--- config.mk ---
export PLATFORM = sky130hd
export DESIGN_NAME = nibble_pixel_packer
export DESIGN_NICKNAME = d
export VERILOG_FILES = /design/src/rtl/nibble_pixel_packer.sv
export SDC_FILE = /design/constraint.sdc
export NUM_CORES = 1
export LEC_CHECK = 0
export BUFFER_PORTS_ARGS = -buffer_cell sky130_fd_sc_hd__clkbuf_2
export CELL_PAD_IN_SITES_DETAIL_PLACEMENT = 0
export CELL_PAD_IN_SITES_GLOBAL_PLACEMENT = 1
export CORE_AREA = 2 2 72 142
export CTS_BUF_LIST = sky130_fd_sc_hd__clkbuf_8
export DETAILED_ROUTE_END_ITERATION = 8
export DIE_AREA = 0 0 74 144
export PLACE_DENSITY_LB_ADDON = 0.05
export SKIP_CTS_REPAIR_TIMING = 1
export SLEW_MARGIN = 20
export SYNTH_ARGS = -nofsm -noshare
export SYNTH_HDL_FRONTEND = slang
export SYNTH_SLANG_ARGS = --single-unit
--- constraint.sdc ---
create_clock -name clk -period 5.8 [get_ports clk]
set_input_delay 0.58 -clock clk [delete_from_list [all_inputs] [get_ports clk]]
set_output_delay 0.58 -clock clk [all_outputs]
set_load 0.02 [all_outputs]
--- src/rtl/nibble_pixel_packer.sv ---
// -----------------------------------------------------------------------------
// nibble_pixel_packer
//
// Purpose:
//   Pairs decoded 4-bit nibbles (high half first) into 8-bit grayscale pixels.
//   Each pixel is tagged with start-of-frame / end-of-line / end-of-frame
//   markers from a running column/row position. Pixel and tags are then buffered
//   in a small FIFO and presented on a valid/ready stream.
//
// Ports:
//   clk         system clock; all logic runs on posedge
//   start       asynchronous active-low reset (0 = reset)
//   nib_valid   one-cycle strobe, nib_data holds a decoded nibble
//   nib_data    decoded nibble
//   pix_valid   FIFO non-empty; pix_data/pix_sof/pix_eol/pix_eof are valid
//   pix_ready   downstream accepts the head pixel when pix_valid & pix_ready
//   pix_data    pixel value
//   pix_sof     pixel is row 0, col 0
//   pix_eol     pixel is col IMG_WIDTH-1
//   pix_eof     pixel is row IMG_HEIGHT-1, col IMG_WIDTH-1
//   overflow    sticky: a completed pixel was dropped because the FIFO was full
//   frame_done  one-cycle pulse after the EOF pixel is accepted downstream
// -----------------------------------------------------------------------------
module nibble_pixel_packer #(
    parameter int IMG_WIDTH  = 256,
    parameter int IMG_HEIGHT = 256,
    parameter int FIFO_DEPTH = 4
) (
    input  logic       clk,
    input  logic       start,
    input  logic       nib_valid,
    input  logic [3:0] nib_data,
    output logic       pix_valid,
    input  logic       pix_ready,
    output logic [7:0] pix_data,
    output logic       pix_sof,
    output logic       pix_eol,
    output logic       pix_eof,
    output logic       overflow,
    output logic       frame_done
);

    localparam int COL_W = $clog2(IMG_WIDTH);
    localparam int ROW_W = $clog2(IMG_HEIGHT);
    localparam int PTR_W = $clog2(FIFO_DEPTH);
    localparam int CNT_W = PTR_W + 1;

    localparam logic [COL_W-1:0] COL_LAST  = COL_W'(IMG_WIDTH - 1);
    localparam logic [ROW_W-1:0] ROW_LAST  = ROW_W'(IMG_HEIGHT - 1);
    localparam logic [CNT_W-1:0] CNT_FULL  = CNT_W'(FIFO_DEPTH);

    // FIFO entry layout: {eof, eol, sof, data[7:0]}
    localparam int ENTRY_W = 11;

    logic                half_reg;
    logic [3:0]          hi_nib_reg;
    logic [COL_W-1:0]    col_reg;
    logic [ROW_W-1:0]    row_reg;
    logic [PTR_W-1:0]    wr_ptr_reg;
    logic [PTR_W-1:0]    rd_ptr_reg;
    logic [CNT_W-1:0]    count_reg;
    logic                overflow_reg;
    logic                frame_done_reg;
    logic [ENTRY_W-1:0]  entry_mem [FIFO_DEPTH];

    logic                push;
    logic                pop;
    logic                wr_en;
    logic                fifo_full;
    logic                fifo_empty;
    logic                col_at_end;
    logic                row_at_end;
    logic [ENTRY_W-1:0]  push_entry;
    logic [ENTRY_W-1:0]  head_entry;

    // A pixel completes on the second nibble of a pair.
    assign push       = nib_valid & half_reg;
    assign fifo_full  = (count_reg == CNT_FULL);
    assign fifo_empty = (count_reg == '0);
    assign pop        = ~fifo_empty & pix_ready;
    // When full, a simultaneous pop frees the head slot, so the push still lands.
    assign wr_en      = push & (~fifo_full | pop);

    assign col_at_end = (col_reg == COL_LAST);
    assign row_at_end = (row_reg == ROW_LAST);

    assign push_entry = {col_at_end & row_at_end,
                         col_at_end,
                         (col_reg == '0) & (row_reg == '0),
                         hi_nib_reg,
                         nib_data};

    assign head_entry = entry_mem[rd_ptr_reg];

    // Head fields are gated so the stream reads as zero while empty (and out of
    // reset, before storage has ever been written).
    assign pix_valid  = ~fifo_empty;
    assign pix_data   = pix_valid ? head_entry[7:0] : 8'h00;
    assign pix_sof    = pix_valid & head_entry[8];
    assign pix_eol    = pix_valid & head_entry[9];
    assign pix_eof    = pix_valid & head_entry[10];
    assign overflow   = overflow_reg;
    assign frame_done = frame_done_reg;

    // Pixel storage: no reset needed, contents are only observed through count.
    always_ff @(posedge clk) begin
        if (wr_en) begin
            entry_mem[wr_ptr_reg] <= push_entry;
        end
    end

    always_ff @(posedge clk or negedge start) begin
        if (!start) begin
            half_reg       <= 1'b0;
            hi_nib_reg     <= 4'h0;
            col_reg        <= '0;
            row_reg        <= '0;
            wr_ptr_reg     <= '0;
            rd_ptr_reg     <= '0;
            count_reg      <= '0;
            overflow_reg   <= 1'b0;
            frame_done_reg <= 1'b0;
        end else begin
            if (nib_valid) begin
                half_reg <= ~half_reg;
                if (!half_reg) begin
                    hi_nib_reg <= nib_data;
                end
            end

            // Position advances on every completed pixel, dropped or not, so
            // the frame geometry stays locked to the sender.
            if (push) begin
                if (col_at_end) begin
                    col_reg <= '0;
                    row_reg <= row_at_end ? '0 : row_reg + 1'b1;
                end else begin
                    col_reg <= col_reg + 1'b1;
                end
            end

            if (wr_en) begin
                wr_ptr_reg <= wr_ptr_reg + 1'b1;
            end
            if (pop) begin
                rd_ptr_reg <= rd_ptr_reg + 1'b1;
            end

            case ({wr_en, pop})
                2'b10:   count_reg <= count_reg + 1'b1;
                2'b01:   count_reg <= count_reg - 1'b1;
                default: count_reg <= count_reg;
            endcase

            if (push && !wr_en) begin
                overflow_reg <= 1'b1;
            end

            frame_done_reg <= pop & head_entry[10];
        end
    end

endmodule

==> flow_summary_export.csv <==
group,metric,value,unit
sta,slew_violations,0,
layout,largest_register_ffs,44,
sta,worstMarginPinSlew,847,ps
die,ios,22,
logic_synthesis,synth_edf_count,44,
setup_path,critPathLaunchType,"register",
logic_synthesis,synth_seq_cells,74,
logic_synthesis,ys_async_sr_fraction,40.5,%
layout,stdcell_count,390,
sta,rsz0062_at_grt,"no",
layout,layout_commonest_cell,"edfxtp_1",
setup_path,cp-end-kind,"primary output",
power,power_frac_seq,46.4,%
place,placed_area,3500,um^2
route,vias,1898,
power,pwr-share-comb,30.9,%
sta,fin_tns_setup,0,ps
global_routing,grt_util_all_layers,14.7,%
logic_synthesis,syn-num-nets,246,
setup_path,r2r_setup_slack,3300,ps
die,dieHeight,144,um
route,routedWlPerCell,17.5,um
route,drt_wl_total,6840,um
die,dieArea,10700,um^2
power,p_int,1.14,mW
place,place_ws,3260,ps
clocking,clk_path_buf_depth,2,
layout,nets,270,
logic_synthesis,yosysSeqAreaShare,63.6,%
place,hpwl,4790,um
sta,setup_ws,3040,ps
sta,hold_viol_final,0,
sta,relSlewSlack,43.5,%
layout,postLayoutCellArea,3690,um^2
clocking,clock-sinks,74,
die,placement_rows,51,
sta,finalSetupViolations,0,
place,place_congestion,0.834,
setup_path,critPathArrivalTime,2180,ps
layout,postLayoutCoreUtil,38.3,%
sta,clock_skew,10.2,ps
global_routing,antenna_found_initial,0,
clocking,root_buffer,"clkbuf_8",
route,drtAntennaViolNets,0,
global_routing,grt_pass1_wl,11000,um
logic_synthesis,yosys_warnings,0,
global_routing,grt_pass1_vias,2086,
die,initial_core_util,33.8,%
power,clkPwrFrac,22.7,%
place,port_buffers,21,
route,vias_per_cell,4.87,
clocking,clkSlewWorstSetupHoldPaths,90,ps
logic_synthesis,syn_area_per_cell,14.2,um^2
setup_path,rr_startpoint,"count_reg[1]",
status,status,"complete, no violations",
die,fp.dieW,74,um
route,firstDrtPassIters,4,
logic_synthesis,ys.flop_type,"edfxtp_1",
logic_synthesis,synthDistinctLibCells,40,
setup_path,path_buf_inv,1,
sta,fmax,362,MHz
setup_path,r2r-end,"count_reg[2]",
setup_path,cp.required,5220,ps
setup_path,path_cells,"mux4_2, and2_1, clkbuf_2",
setup_path,reg2regPathDepth,6,
setup_path,slowest_stage,"dfrtp_1",
die,core_area,9640,um^2
power,total_power,1.77,mW
layout,antenna_cells,0,
route,drc_errors,0,
global_routing,grt_max_degree,31,
clocking,insertion_delay,360,ps
power,leakagePower,1.41,nW
layout,area_delta_synth_final,13.4,%
logic_synthesis,synth_area,3260,um^2
sta,period_share,47.6,%
setup_path,critPathTopFamily,"flip-flops",
clocking,cts_tree,"yes",
clocking,cts_made_buffers,9,
layout,most-common-layout-cells,"44 x edfxtp_1, 30 x dfrtp_1, 21 x clkbuf_2",
sta,timing.hold.ws,297,ps
clocking,cts.htree.levels,3,
setup_path,slowest_delay,900,ps
setup_path,cp_max_fo,13,
sta,period_minus_slack,2760,ps
power,p_switching,0.631,mW
place,dpl.cell_count,374,
flow_run,drv_cap,0,
power,peakVddDrop,0.136,mV
power,netSwitchingFraction,35.7,%
route,drt_iter0_drc,99,
global_routing,grt-ovfl-total,0,
power,powerDensity,479,nW/um^2
logic_synthesis,synthCells,229,
layout,layout-drive-gt1-share,22.5,%
min_path,min_path_type,"input pin to asynchronous set/reset pin",
setup_path,crit_type,"register to primary output",
power by group through the flow:
stage | logic, mW | registers, mW | clock network [mW]
detailed placement | 0.562 | 0.840 | 0
CTS | 0.565 | 0.828 | 0.415
global route | 0.615 | 0.844 | 0.433
finish | 0.547 | 0.821 | 0.402
global placement | 0.566 | 0.839 | 0
floorplan | 0.439 | 0.768 | 0
cell type report:
type / instances / area (um^2)
multi-input combinational: 135 / 1100
clock inverter: 7 / 72.6
sequential: 74 / 2070
tap: 132 / 165
clock buffer: 9 / 124
inverter: 11 / 41.3
timing repair buffer: 22 / 113
fill: 969 / 5940
how the worst max path moves through the flow:
stage	from	to	slack, ps	cells after the start
2_1_floorplan	count_reg[1]	count_reg[2]	3310	8
3_3_place_gp	count_reg[1]	count_reg[2]	3280	6
3_5_place_dp	count_reg[1]	count_reg[2]	3260	6
4_1_cts	rd_ptr_reg[0]	pix_eof	2920	3
5_1_grt	rd_ptr_reg[0]	pix_eof	2830	3
6_report	rd_ptr_reg[0]	pix_eof	3040	3
layer usage:
metal | vias to the layer above | global-route usage (%) | wire length (um)
li1 | 888 | - | -
met4 | 0 | 6.03 | 137
met3 | 8 | 3.83 | 187
met1 | 972 | 14.2 | 2420
met2 | 30 | 28.0 | 4100
met5 | - | 0 | 0
cell usage after synthesis (2+ instances only):
| cell | count | share of area [%] |
|---|---|---|
| xnor2_1 | 12 | 3.2 |
| nor3_1 | 2 | 0.31 |
| clkbuf_2 | 2 | 0.31 |
| nor4b_1 | 3 | 0.81 |
| and3_1 | 5 | 0.96 |
| mux2_2 | 4 | 1.4 |
| xor2_1 | 2 | 0.54 |
| clkbuf_1 | 4 | 0.46 |
| or3_1 | 4 | 0.77 |
| nor2_1 | 4 | 0.46 |
| buf_2 | 2 | 0.31 |
| or2_2 | 2 | 0.38 |
| a21oi_1 | 5 | 0.77 |
| nand2_1 | 14 | 1.6 |
| a211oi_1 | 2 | 0.46 |
| nor4_1 | 2 | 0.38 |
| nand4_1 | 3 | 0.58 |
| ha_1 | 8 | 3.1 |
| and2_1 | 16 | 3.1 |
| edfxtp_1 | 44 | 41 |
| o211ai_1 | 2 | 0.46 |
| inv_1 | 11 | 1.3 |
| dfrtp_1 | 30 | 23 |
| o21ai_0 | 13 | 2.0 |
| mux4_2 | 11 | 7.6 |
| nand3_1 | 8 | 1.2 |
kinds of logic after synthesis:
| family | Yosys count | share of synthesized area, % |
|---|---|---|
| DFF | 74 | 63.6 |
| and+or+nand+nor | 71 | 12.8 |
| AOI/OAI and AO/OA | 26 | 4.65 |
| buffers and inverters | 20 | 2.46 |
| muxes | 15 | 8.99 |
| xor gates and xnor gates | 14 | 3.76 |
| adders and majority gates | 9 | 3.69 |
Power figures use the tool's default switching activity.
